**src/rtl/mul_float_gen.sv**
```systemverilog
// mul_float_gen: three-stage parametrised floating-point multiplier.
// The format is {sign, P_EXP exponent bits, P_MAN fraction bits}, and subnormal
// inputs are flushed to zero. The rounding mode is selected per request.
// Both sides use a REQ/BUSY handshake and share one global stall.
//
// Ports:
//   iCLOCK, inRESET (async, active-low), iRESET_SYNC (sync, active-high)
//   iDATA_REQ / oDATA_BUSY        : input request / input stall
//   iDATA_A, iDATA_B, iDATA_RM    : operands and rounding mode (0 RNE, 1 RTZ, 2 RUP, 3 RDN)
//   oDATA_VALID / iDATA_BUSY      : result valid / downstream stall
//   oDATA, oFLAG                  : product and {invalid, overflow, underflow, inexact}
module mul_float_gen #(
   parameter int unsigned P_EXP = 8,
   parameter int unsigned P_MAN = 23
) (
   input  logic                   iCLOCK,
   input  logic                   inRESET,
   input  logic                   iRESET_SYNC,
   input  logic                   iDATA_REQ,
   output logic                   oDATA_BUSY,
   input  logic [P_EXP+P_MAN:0]   iDATA_A,
   input  logic [P_EXP+P_MAN:0]   iDATA_B,
   input  logic [1:0]             iDATA_RM,
   output logic                   oDATA_VALID,
   input  logic                   iDATA_BUSY,
   output logic [P_EXP+P_MAN:0]   oDATA,
   output logic [3:0]             oFLAG
);

   localparam int unsigned W       = 1 + P_EXP + P_MAN;
   localparam int unsigned EW      = P_EXP + 2;          // signed internal exponent width
   localparam int unsigned MW      = P_MAN + 1;          // mantissa incl. hidden bit
   localparam int unsigned PW      = 2 * MW;             // full mantissa product width
   localparam int unsigned BIAS    = (1 << (P_EXP - 1)) - 1;
   localparam int unsigned EXP_MAX = (1 << P_EXP) - 1;

   localparam logic [1:0] RM_RNE = 2'd0;
   localparam logic [1:0] RM_RTZ = 2'd1;
   localparam logic [1:0] RM_RUP = 2'd2;

   // Result class decided in S1 and carried down the pipe.
   localparam logic [1:0] CLS_NUM  = 2'd0;
   localparam logic [1:0] CLS_ZERO = 2'd1;
   localparam logic [1:0] CLS_INF  = 2'd2;
   localparam logic [1:0] CLS_NAN  = 2'd3;

   localparam logic [P_EXP-1:0] EXP_ONES = '1;

   // ---------------------------------------------------------------
   // Handshake: one stall freezes all three stages.
   // ---------------------------------------------------------------
   logic stall_c;
   logic accept_c;
   logic adv_c;

   logic s1_valid_q, s2_valid_q, out_valid_q;

   assign stall_c    = out_valid_q && iDATA_BUSY;
   assign adv_c      = !stall_c;
   assign accept_c   = iDATA_REQ && !stall_c;
   assign oDATA_BUSY = stall_c;

   // ---------------------------------------------------------------
   // S1: unpack, classify, exponent sum, mantissa product
   // ---------------------------------------------------------------
   logic             sign_a, sign_b;
   logic [P_EXP-1:0] exp_a, exp_b;
   logic [P_MAN-1:0] frac_a, frac_b;
   logic             a_zero, a_inf, a_nan, a_snan;
   logic             b_zero, b_inf, b_nan, b_snan;

   assign sign_a = iDATA_A[W-1];
   assign sign_b = iDATA_B[W-1];
   assign exp_a  = iDATA_A[W-2 -: P_EXP];
   assign exp_b  = iDATA_B[W-2 -: P_EXP];
   assign frac_a = iDATA_A[P_MAN-1:0];
   assign frac_b = iDATA_B[P_MAN-1:0];

   // A zero exponent field is treated as zero whatever the fraction holds.
   assign a_zero = (exp_a == '0);
   assign a_inf  = (exp_a == EXP_ONES) && (frac_a == '0);
   assign a_nan  = (exp_a == EXP_ONES) && (frac_a != '0);
   assign a_snan = a_nan && !frac_a[P_MAN-1];
   assign b_zero = (exp_b == '0);
   assign b_inf  = (exp_b == EXP_ONES) && (frac_b == '0);
   assign b_nan  = (exp_b == EXP_ONES) && (frac_b != '0);
   assign b_snan = b_nan && !frac_b[P_MAN-1];

   logic          s1_sign_d, s1_sign_q;
   logic [1:0]    s1_cls_d,  s1_cls_q;
   logic          s1_inv_d,  s1_inv_q;
   logic [EW-1:0] s1_exp_d,  s1_exp_q;
   logic [PW-1:0] s1_prod_d, s1_prod_q;
   logic [1:0]    s1_rm_q;

   // Special-case priority: NaN / 0*inf, then inf, then zero.
   always_comb begin
      s1_cls_d  = CLS_NUM;
      s1_inv_d  = 1'b0;
      s1_sign_d = sign_a ^ sign_b;
      s1_exp_d  = EW'(exp_a) + EW'(exp_b) - EW'(BIAS);
      s1_prod_d = PW'({1'b1, frac_a}) * PW'({1'b1, frac_b});
      if (a_nan || b_nan || (a_zero && b_inf) || (a_inf && b_zero)) begin
         s1_cls_d = CLS_NAN;
         s1_inv_d = a_snan || b_snan || (a_zero && b_inf) || (a_inf && b_zero);
      end else if (a_inf || b_inf) begin
         s1_cls_d = CLS_INF;
      end else if (a_zero || b_zero) begin
         s1_cls_d = CLS_ZERO;
      end
   end

   // ---------------------------------------------------------------
   // S2: normalise to 1.x, derive guard and sticky
   // ---------------------------------------------------------------
   logic          s2_sign_q;
   logic [1:0]    s2_cls_q;
   logic          s2_inv_q;
   logic [1:0]    s2_rm_q;
   logic [EW-1:0] s2_exp_d, s2_exp_q;
   logic [MW-1:0] s2_man_d, s2_man_q;
   logic          s2_g_d,   s2_g_q;
   logic          s2_s_d,   s2_s_q;

   // Product of two 1.x values lies in [1,4); a set MSB means shift right by one.
   always_comb begin
      s2_exp_d = s1_exp_q;
      s2_man_d = s1_prod_q[PW-2 -: MW];
      s2_g_d   = s1_prod_q[P_MAN-1];
      s2_s_d   = |s1_prod_q[P_MAN-2:0];
      if (s1_prod_q[PW-1]) begin
         s2_exp_d = s1_exp_q + EW'(1);
         s2_man_d = s1_prod_q[PW-1 -: MW];
         s2_g_d   = s1_prod_q[P_MAN];
         s2_s_d   = |s1_prod_q[P_MAN-1:0];
      end
   end

   // ---------------------------------------------------------------
   // S3: round, range check, pack
   // ---------------------------------------------------------------
   logic          inexact_c;
   logic          round_up_c;
   logic [MW:0]   man_r_c;
   logic          carry_c;
   logic [P_MAN-1:0] frac_r_c;
   logic [EW-1:0] exp_r_c;
   logic          underflow_c;
   logic          overflow_c;
   logic          to_inf_c;
   logic [W-1:0]  s3_data_d;
   logic [3:0]    s3_flag_d;
   logic [W-1:0]  out_data_q;
   logic [3:0]    out_flag_q;

   always_comb begin
      inexact_c = s2_g_q | s2_s_q;
      case (s2_rm_q)
         RM_RNE:  round_up_c = s2_g_q && (s2_s_q || s2_man_q[0]);
         RM_RTZ:  round_up_c = 1'b0;
         RM_RUP:  round_up_c = inexact_c && !s2_sign_q;
         default: round_up_c = inexact_c && s2_sign_q;
      endcase
      man_r_c = {1'b0, s2_man_q} + (MW+1)'(round_up_c);
      // A carry out means the mantissa became exactly 10.0...0.
      carry_c  = man_r_c[MW];
      frac_r_c = carry_c ? man_r_c[P_MAN:1] : man_r_c[P_MAN-1:0];
      exp_r_c  = s2_exp_q + EW'(carry_c);
      // Underflow is judged before rounding, overflow after.
      underflow_c = $signed(s2_exp_q) < $signed(EW'(1));
      overflow_c  = $signed(exp_r_c) >= $signed(EW'(EXP_MAX));
      to_inf_c    = (s2_rm_q == RM_RNE) ||
                    ((s2_rm_q == RM_RUP) && !s2_sign_q) ||
                    ((s2_rm_q == 2'd3) && s2_sign_q);
   end

   always_comb begin
      s3_data_d = {s2_sign_q, exp_r_c[P_EXP-1:0], frac_r_c};
      s3_flag_d = {3'b000, inexact_c};
      case (s2_cls_q)
         CLS_NAN: begin
            s3_data_d = {1'b0, EXP_ONES, 1'b1, (P_MAN-1)'(0)};
            s3_flag_d = {s2_inv_q, 3'b000};
         end
         CLS_INF: begin
            s3_data_d = {s2_sign_q, EXP_ONES, P_MAN'(0)};
            s3_flag_d = 4'b0000;
         end
         CLS_ZERO: begin
            s3_data_d = {s2_sign_q, P_EXP'(0), P_MAN'(0)};
            s3_flag_d = 4'b0000;
         end
         default: begin
            if (underflow_c) begin
               s3_data_d = {s2_sign_q, P_EXP'(0), P_MAN'(0)};
               s3_flag_d = 4'b0011;
            end else if (overflow_c) begin
               s3_flag_d = 4'b0101;
               if (to_inf_c) begin
                  s3_data_d = {s2_sign_q, EXP_ONES, P_MAN'(0)};
               end else begin
                  s3_data_d = {s2_sign_q, EXP_ONES - P_EXP'(1), {P_MAN{1'b1}}};
               end
            end
         end
      endcase
   end

   // ---------------------------------------------------------------
   // Stage valids and output registers: both resets clear them.
   // ---------------------------------------------------------------
   always_ff @(posedge iCLOCK or negedge inRESET) begin
      if (!inRESET) begin
         s1_valid_q  <= 1'b0;
         s2_valid_q  <= 1'b0;
         out_valid_q <= 1'b0;
         out_data_q  <= '0;
         out_flag_q  <= '0;
      end else if (iRESET_SYNC) begin
         s1_valid_q  <= 1'b0;
         s2_valid_q  <= 1'b0;
         out_valid_q <= 1'b0;
         out_data_q  <= '0;
         out_flag_q  <= '0;
      end else if (adv_c) begin
         s1_valid_q  <= accept_c;
         s2_valid_q  <= s1_valid_q;
         out_valid_q <= s2_valid_q;
         if (s2_valid_q) begin
            out_data_q <= s3_data_d;
            out_flag_q <= s3_flag_d;
         end
      end
   end

   // Datapath payload registers, qualified by the stage valids above.
   always_ff @(posedge iCLOCK or negedge inRESET) begin
      if (!inRESET) begin
         s1_sign_q <= 1'b0;
         s1_cls_q  <= CLS_ZERO;
         s1_inv_q  <= 1'b0;
         s1_exp_q  <= '0;
         s1_prod_q <= '0;
         s1_rm_q   <= RM_RNE;
         s2_sign_q <= 1'b0;
         s2_cls_q  <= CLS_ZERO;
         s2_inv_q  <= 1'b0;
         s2_rm_q   <= RM_RNE;
         s2_exp_q  <= '0;
         s2_man_q  <= '0;
         s2_g_q    <= 1'b0;
         s2_s_q    <= 1'b0;
      end else if (adv_c) begin
         s1_sign_q <= s1_sign_d;
         s1_cls_q  <= s1_cls_d;
         s1_inv_q  <= s1_inv_d;
         s1_exp_q  <= s1_exp_d;
         s1_prod_q <= s1_prod_d;
         s1_rm_q   <= iDATA_RM;
         s2_sign_q <= s1_sign_q;
         s2_cls_q  <= s1_cls_q;
         s2_inv_q  <= s1_inv_q;
         s2_rm_q   <= s1_rm_q;
         s2_exp_q  <= s2_exp_d;
         s2_man_q  <= s2_man_d;
         s2_g_q    <= s2_g_d;
         s2_s_q    <= s2_s_d;
      end
   end

   assign oDATA_VALID = out_valid_q;
   assign oDATA       = out_data_q;
   assign oFLAG       = out_flag_q;

endmodule
```
**config.mk**
```make
export PLATFORM = sky130hd
export DESIGN_NAME = mul_float_gen
export DESIGN_NICKNAME = d
export VERILOG_FILES = /design/src/rtl/mul_float_gen.sv
export SDC_FILE = /design/constraint.sdc
export NUM_CORES = 2
export LEC_CHECK = 0
export BUFFER_PORTS_ARGS = -buffer_cell sky130_fd_sc_hd__clkbuf_2
export CORE_UTILIZATION = 35
export CTS_CLUSTER_DIAMETER = 80
export DETAILED_ROUTE_END_ITERATION = 7
export GPL_TIMING_DRIVEN = 0
export PLACE_DENSITY = 0.47
export SYNTH_ARGS = -nofsm -noshare
export SYNTH_HDL_FRONTEND = slang
export SYNTH_SLANG_ARGS = --single-unit
```
**constraint.sdc**
```tcl
create_clock -name iCLOCK -period 7 [get_ports iCLOCK]
set_input_delay 1.4 -clock iCLOCK [delete_from_list [all_inputs] [get_ports iCLOCK]]
set_output_delay 1.4 -clock iCLOCK [all_outputs]
set_load 0.05 [all_outputs]
```
=== After elaboration in Yosys (flattened, before gate mapping) ===
Cells that the tools add are included.

* Flip-flop bits (word level): 145
* Bits in latches: 0
* RAM bits: 0
* ROM bits: 0
* Word-level logic and storage cells: 109
* Memories kept: 0

* Add/sub/neg operators: 5
* $mul: 1
* Divide/modulo/power cells: 0
* Magnitude comparators: 2
* Equality and inequality tests: 9
* Shift-type cells: 0
* Mux-type cells: 29
* Bitwise gates (word level): 2
* Reduce and logical (&&, ||, !) cells: 42

{| class="wikitable"
|+ Operators with widths
! kind !! count
|-
| two-way mux 32 bit || 3
|-
| case mux 32 bit (3 select lines) || 1
|-
| two-way mux 31 bit || 2
|-
| multiplier 24 x 24 -> 48 bit || 1
|-
| two-way mux 24 bit || 2
|-
| logical NOT 23 bit || 2
|-
| nonzero test 23 bit || 2
|-
| adder 24 x 1 -> 25 bit || 1
|-
| two-way mux 23 bit || 1
|-
| OR reduction 23 bit || 1
|-
| OR reduction 22 bit || 1
|-
| equality test 8 bit, second input constant || 2
|-
| logical NOT 8 bit || 2
|-
| logical AND 1 bit || 15
|-
| two-way mux 4 bit || 3
|-
| logical OR 1 bit || 11
|-
| adder 10 x 1 -> 10 bit || 1
|-
| adder 10 x 1 -> 10 bit, second input constant || 1
|-
| >= comparator 10 x 9 -> 1 bit, second input constant || 1
|-
| less-than comparator 10 x 2 -> 1 bit, second input constant || 1
|-
| two-way mux 1 bit || 10
|-
| two-way mux 10 bit || 1
|-
| subtractor 9 x 7 -> 10 bit, second input constant || 1
|-
| adder 8 x 8 -> 9 bit || 1
|-
| other kinds (14) || 23
|}

=== Depth between registers and ports, before layout ===
* Word-level depth: 12
* Mapped depth: 27

=== Worst setup path before layout ===
No wires, ideal clock.

* Path type: in2reg
* From: input port iDATA_A[13]
* To: register s1_prod_q[45]
* Library setup time: 122 ps
* Arrival: 7,531 ps
* Slack: -654 ps
* Stages on the path: 27
* Path buffers: 2
* Cell sequence: clkbuf_1 nand2_1 fa_1 inv_1 fa_1 inv_1 fa_1 inv_1 fa_1 inv_1 fa_1 inv_1 fa_1 inv_1 fa_1 inv_1 ha_1 buf_2 a21o_1 a21boi_1 o21ai_1 a311oi_2 a21oi_2 a2111oi_4 o21a_2 mux2i_1 nor3_2

* Longest elaborated chain between the ends: 1

{| class="wikitable"
|+ RTL lines
! what !! line !! source
|-
| start: declaration || 21 || <nowiki>input logic [P_EXP+P_MAN:0] iDATA_A,</nowiki>
|-
| multiplier 24 x 24 -> 48 bit || 102 || <nowiki>s1_prod_d = PW'({1'b1, frac_a}) * PW'({1'b1, frac_b});</nowiki>
|-
| end signal: assignment || 258 || <nowiki>s1_prod_q <= s1_prod_d;</nowiki>
|-
| end: declaration || 93 || <nowiki>logic [PW-1:0] s1_prod_d, s1_prod_q;</nowiki>
|}

Every way passes these cells.
A chain may end at the register's enable or synchronous reset.

=== Worst setup path after layout ===
* From: input port iDATA_B[4]
* To: register s1_prod_q[46]

* Longest elaborated chain between the ends: 1

{| class="wikitable"
|+ RTL lines
! what !! line !! source
|-
| start: declaration || 22 || <nowiki>input logic [P_EXP+P_MAN:0] iDATA_B,</nowiki>
|-
| multiplier 24 x 24 -> 48 bit || 102 ||
|}

Every way passes these cells.

==> impl_metrics.json <==
{
  "synth.cells.most_frequent": "sky130_fd_sc_hd__inv_1, sky130_fd_sc_hd__fa_1, sky130_fd_sc_hd__nand2_1",
  "wire_per_inst_um": 22.79,
  "antenna_left": 0,
  "synthesis.nets": 3639,
  "hpwlAfterDp_um": 75470,
  "die_width_um": 273.5,
  "clock_insertion_delay_worst_skew_ns": 0.44,
  "setup_ws_ns": -0.6183,
  "track_usage_pct": 25.88,
  "max_slew.worst_pin.slew_ns": 0.9354,
  "clock_path_buffers": 2,
  "slew_headroom_pct": 37.64,
  "area_share_of_and_or_nand_nor_cells_after_synthesis_pct": 17.53,
  "hold_path_class": "reg -> reg",
  "yosys-mux-area-fraction_pct": 1.009,
  "ys_types": 76,
  "synth_edf_count": 0,
  "initialDrtViolationCount": 1281,
  "placed_cell_area_um2": 28120,
  "timing.critical_path.arrival_ns": 7.92,
  "syn_area_um2": 25800,
  "cts-hold-fix-buffers": 0,
  "total_cts_buffers": 17,
  "synth_compound_area_share_pct": 7.090,
  "post-route-period-util_pct": 108.8,
  "clockRootBuffer": "sky130_fd_sc_hd__clkbuf_16",
  "path_buf_inv": 8,
  "crit_path_start_kind": "primary input",
  "synthesis.area_per_instance_um2": 8.924,
  "critical-path-slowest-cell": "sky130_fd_sc_hd__fa_2",
  "area_growth_pct": 25.95,
  "io_pins": 109,
  "status": "complete, but fails checks",
  "layout.core_utilization_pct": 44.54,
  "fin_skew_ns": 0.01160,
  "clk_transition_reported_paths_ns": 0.06,
  "grt_antenna_before_repair": 7,
  "std_cell_rows": 99,
  "route.detailed.vias_per_inst": 4.993,
  "synthArstFlopShare_pct": 100.0,
  "vias": 20640,
  "stdcell_area_um2": 32490,
  "crit_required_ns": 7.30,
  "synth_top_family_by_area": "adder cells",
  "fp.coreArea_um2": 72960,
  "r2r-start": "s2_rm_q[1]",
  "synth_xor_xnor_area_share_pct": 2.750,
  "dieHeight_um": 273.5,
  "place_inst": 3958,
  "tritoncts": "done",
  "routed_wirelength_um": 94210,
  "synthDominantCellAreaShare_pct": 37.48,
  "rsz0062_at_grt": "yes",
  "final_setup_fails": 25,
  "final_cell_count_no_fill": 4134,
  "drt_pre_antenna_iters": 5,
  "layout-drive-gt1-share_pct": 19.72,
  "grt_max_degree": 111,
  "hold_path_startpoint": "s1_prod_q[3]",
  "end_kind": "flop",
  "vias_in_the_first_global_route": 22250,
  "synth_top_area_cell": "sky130_fd_sc_hd__fa_1",
  "place.gp.congestion": 0.9668,
  "failing_checks": "negative setup slack",
  "timing.critical_path.from": "iDATA_B[4]",
  "port-buffer-count": 107,
  "crit_fanout": 6,
  "critPathKind": "in -> reg",
  "maxSlewViolCount": 0,
  "design.final.nets": 3909,
  "worst_path_largest_cell_delay_ns": 0.59,
  "max-cap-violations": 0,
  "numClockSinks": 145,
  "top_delay_family_on_crit_path": "adder cells",
  "timing.fmax_ghz": 0.1313,
  "synth_area_leaders": "sky130_fd_sc_hd__fa_1, sky130_fd_sc_hd__dfrtp_1, sky130_fd_sc_hd__ha_1",
  "detail_route.drc_violations": 0,
  "synthesis.instances": 2891,
  "dominantRegCellSynth": "sky130_fd_sc_hd__dfrtp_1",
  "grt_overflow_total": 0,
  "timing.final.hold_violations": 0,
  "synth_sequential_area_ratio_pct": 14.07,
  "clock_h_tree_levels": 4,
  "layout_min_cycle_time_ns": 7.618,
  "synth-seq-cells": 145,
  "grt_first_pass_wirelength_um": 142300,
  "synth_fa_ha_area_share_pct": 46.89,
  "starting_density_pct": 35.36,
  "synth_most_common_cell": "sky130_fd_sc_hd__inv_1",
  "fp.dieArea_um2": 74800,
  "yosys_warnings": 0
}
[logic make-up (layout without fill, tap and decap cells)]
logic type,Yosys count,after routing
AOI/OAI and AO/OA,302,302
xor gates and xnor gates,81,81
adders and majority gates,677,677
buffers and inverters,727,1010
DFF,145,145
muxes,26,26
other,0,1
and+or+nand+nor,933,933
[through the flow]
step	setup slack [ns]	TNS, ns	hold slack [ns]
global route	-0.8183	-11.45	0.4926
CTS	-0.6734	-7.799	0.4667
global placement	-1.880	-47.40	0.4548
detailed placement	-1.895	-46.37	0.4567
finish	-0.6183	-7.179	0.4644
floorplan	-0.2808	-1.640	0.4386
[registers in the layout, indices dropped and copies added, names as in the netlist, 2 cells and up]
name	count
s2_rm_q	2
s1_prod_q	48
oFLAG	4
s1_cls_q	2
s1_exp_q	10
oDATA	32
s1_rm_q	2
s2_cls_q	2
s2_exp_q	10
s2_man_q	24
[routing by layer]
metal / track usage [%] / vias up / wire length (um)
met5: 0 / - / 23
met1: 34.01 / 10500 / 40670
li1: - / 9344 / -
met3: 3.140 / 172 / 4998
met4: 10.88 / 4 / 4291
met2: 43.00 / 617 / 44220
[final cells by class]
type	instances	area, um2
clock inverters	13	171.4
flip-flops and latches	145	3631
repair buffers	256	2442
fillers	7165	40460
well taps	959	1200
inverters	590	2255
plain buffers	132	1902
multi-input cells	2019	20440
clock buffers	19	452.9
diodes	1	2.502
[what timing repair did]
action                                  4_1_cts  5_1_grt
cloned                                        0        1
endpoints found under the setup margin       33       30
gates resized for setup                     398      171
buffers inserted                             93       55
pin swaps                                   116      154
[placed cells by master (no fill, tap or decap), types with 31 or more instances in the layout]
master                        n
sky130_fd_sc_hd__inv_1      542
sky130_fd_sc_hd__ha_1       170
sky130_fd_sc_hd__xor2_1      31
sky130_fd_sc_hd__nand2_1    411
sky130_fd_sc_hd__buf_4      116
sky130_fd_sc_hd__inv_2       42
sky130_fd_sc_hd__clkbuf_16   85
sky130_fd_sc_hd__fa_1       441
sky130_fd_sc_hd__xnor2_1     42
sky130_fd_sc_hd__dfrtp_1    143
sky130_fd_sc_hd__fa_2        42
sky130_fd_sc_hd__o21ai_0     61
sky130_fd_sc_hd__a21oi_1     92
sky130_fd_sc_hd__and2_1     239
sky130_fd_sc_hd__clkbuf_2    72
sky130_fd_sc_hd__nor2_1      93
[worst paths after layout]
check | end | slack (ns) | cells past startpoint
worst max-delay path | s1_prod_q[46] | -0.62 | 26
min in group asynchronous | oFLAG[1] | 0.86 | 1
max in group asynchronous | s1_prod_q[9] | 5.28 | 2
worst min-delay path | s1_prod_q[3] | 0.46 | 2
worst min register to register | s1_prod_q[3] | 0.46 | 2
worst max register to register | oDATA[14] | 1.60 | 26
[worst register-to-register path: stages, from the launching register on]
cell and delay [ns]:
sky130_fd_sc_hd__dfrtp_1 0.41, sky130_fd_sc_hd__nor2b_1 0.14, sky130_fd_sc_hd__ha_1 0.26, sky130_fd_sc_hd__nor2b_1 0.18, sky130_fd_sc_hd__a21oi_1 0.06, sky130_fd_sc_hd__o22ai_1 0.16
sky130_fd_sc_hd__ha_1 0.27, sky130_fd_sc_hd__ha_1 0.21, sky130_fd_sc_hd__and3_1 0.21, sky130_fd_sc_hd__and4_1 0.31, sky130_fd_sc_hd__nand4_1 0.14, sky130_fd_sc_hd__nor2_2 0.23
sky130_fd_sc_hd__and4_1 0.27, sky130_fd_sc_hd__nand3_2 0.12, sky130_fd_sc_hd__inv_2 0.10, sky130_fd_sc_hd__ha_1 0.19, sky130_fd_sc_hd__ha_1 0.26, sky130_fd_sc_hd__nor2b_1 0.21
sky130_fd_sc_hd__a21o_1 0.10, sky130_fd_sc_hd__a21oi_1 0.06, sky130_fd_sc_hd__nor4_1 0.35, sky130_fd_sc_hd__o21ai_1 0.13, sky130_fd_sc_hd__o21ai_1 0.11, sky130_fd_sc_hd__o31a_1 0.24
sky130_fd_sc_hd__nor2_1 0.09, sky130_fd_sc_hd__clkbuf_1 0.23, sky130_fd_sc_hd__a22o_1 0.24
Power is left out: the tool's default activity adds up to more than one toggle a clock period on the data nets, which glitch-free logic cannot reach.
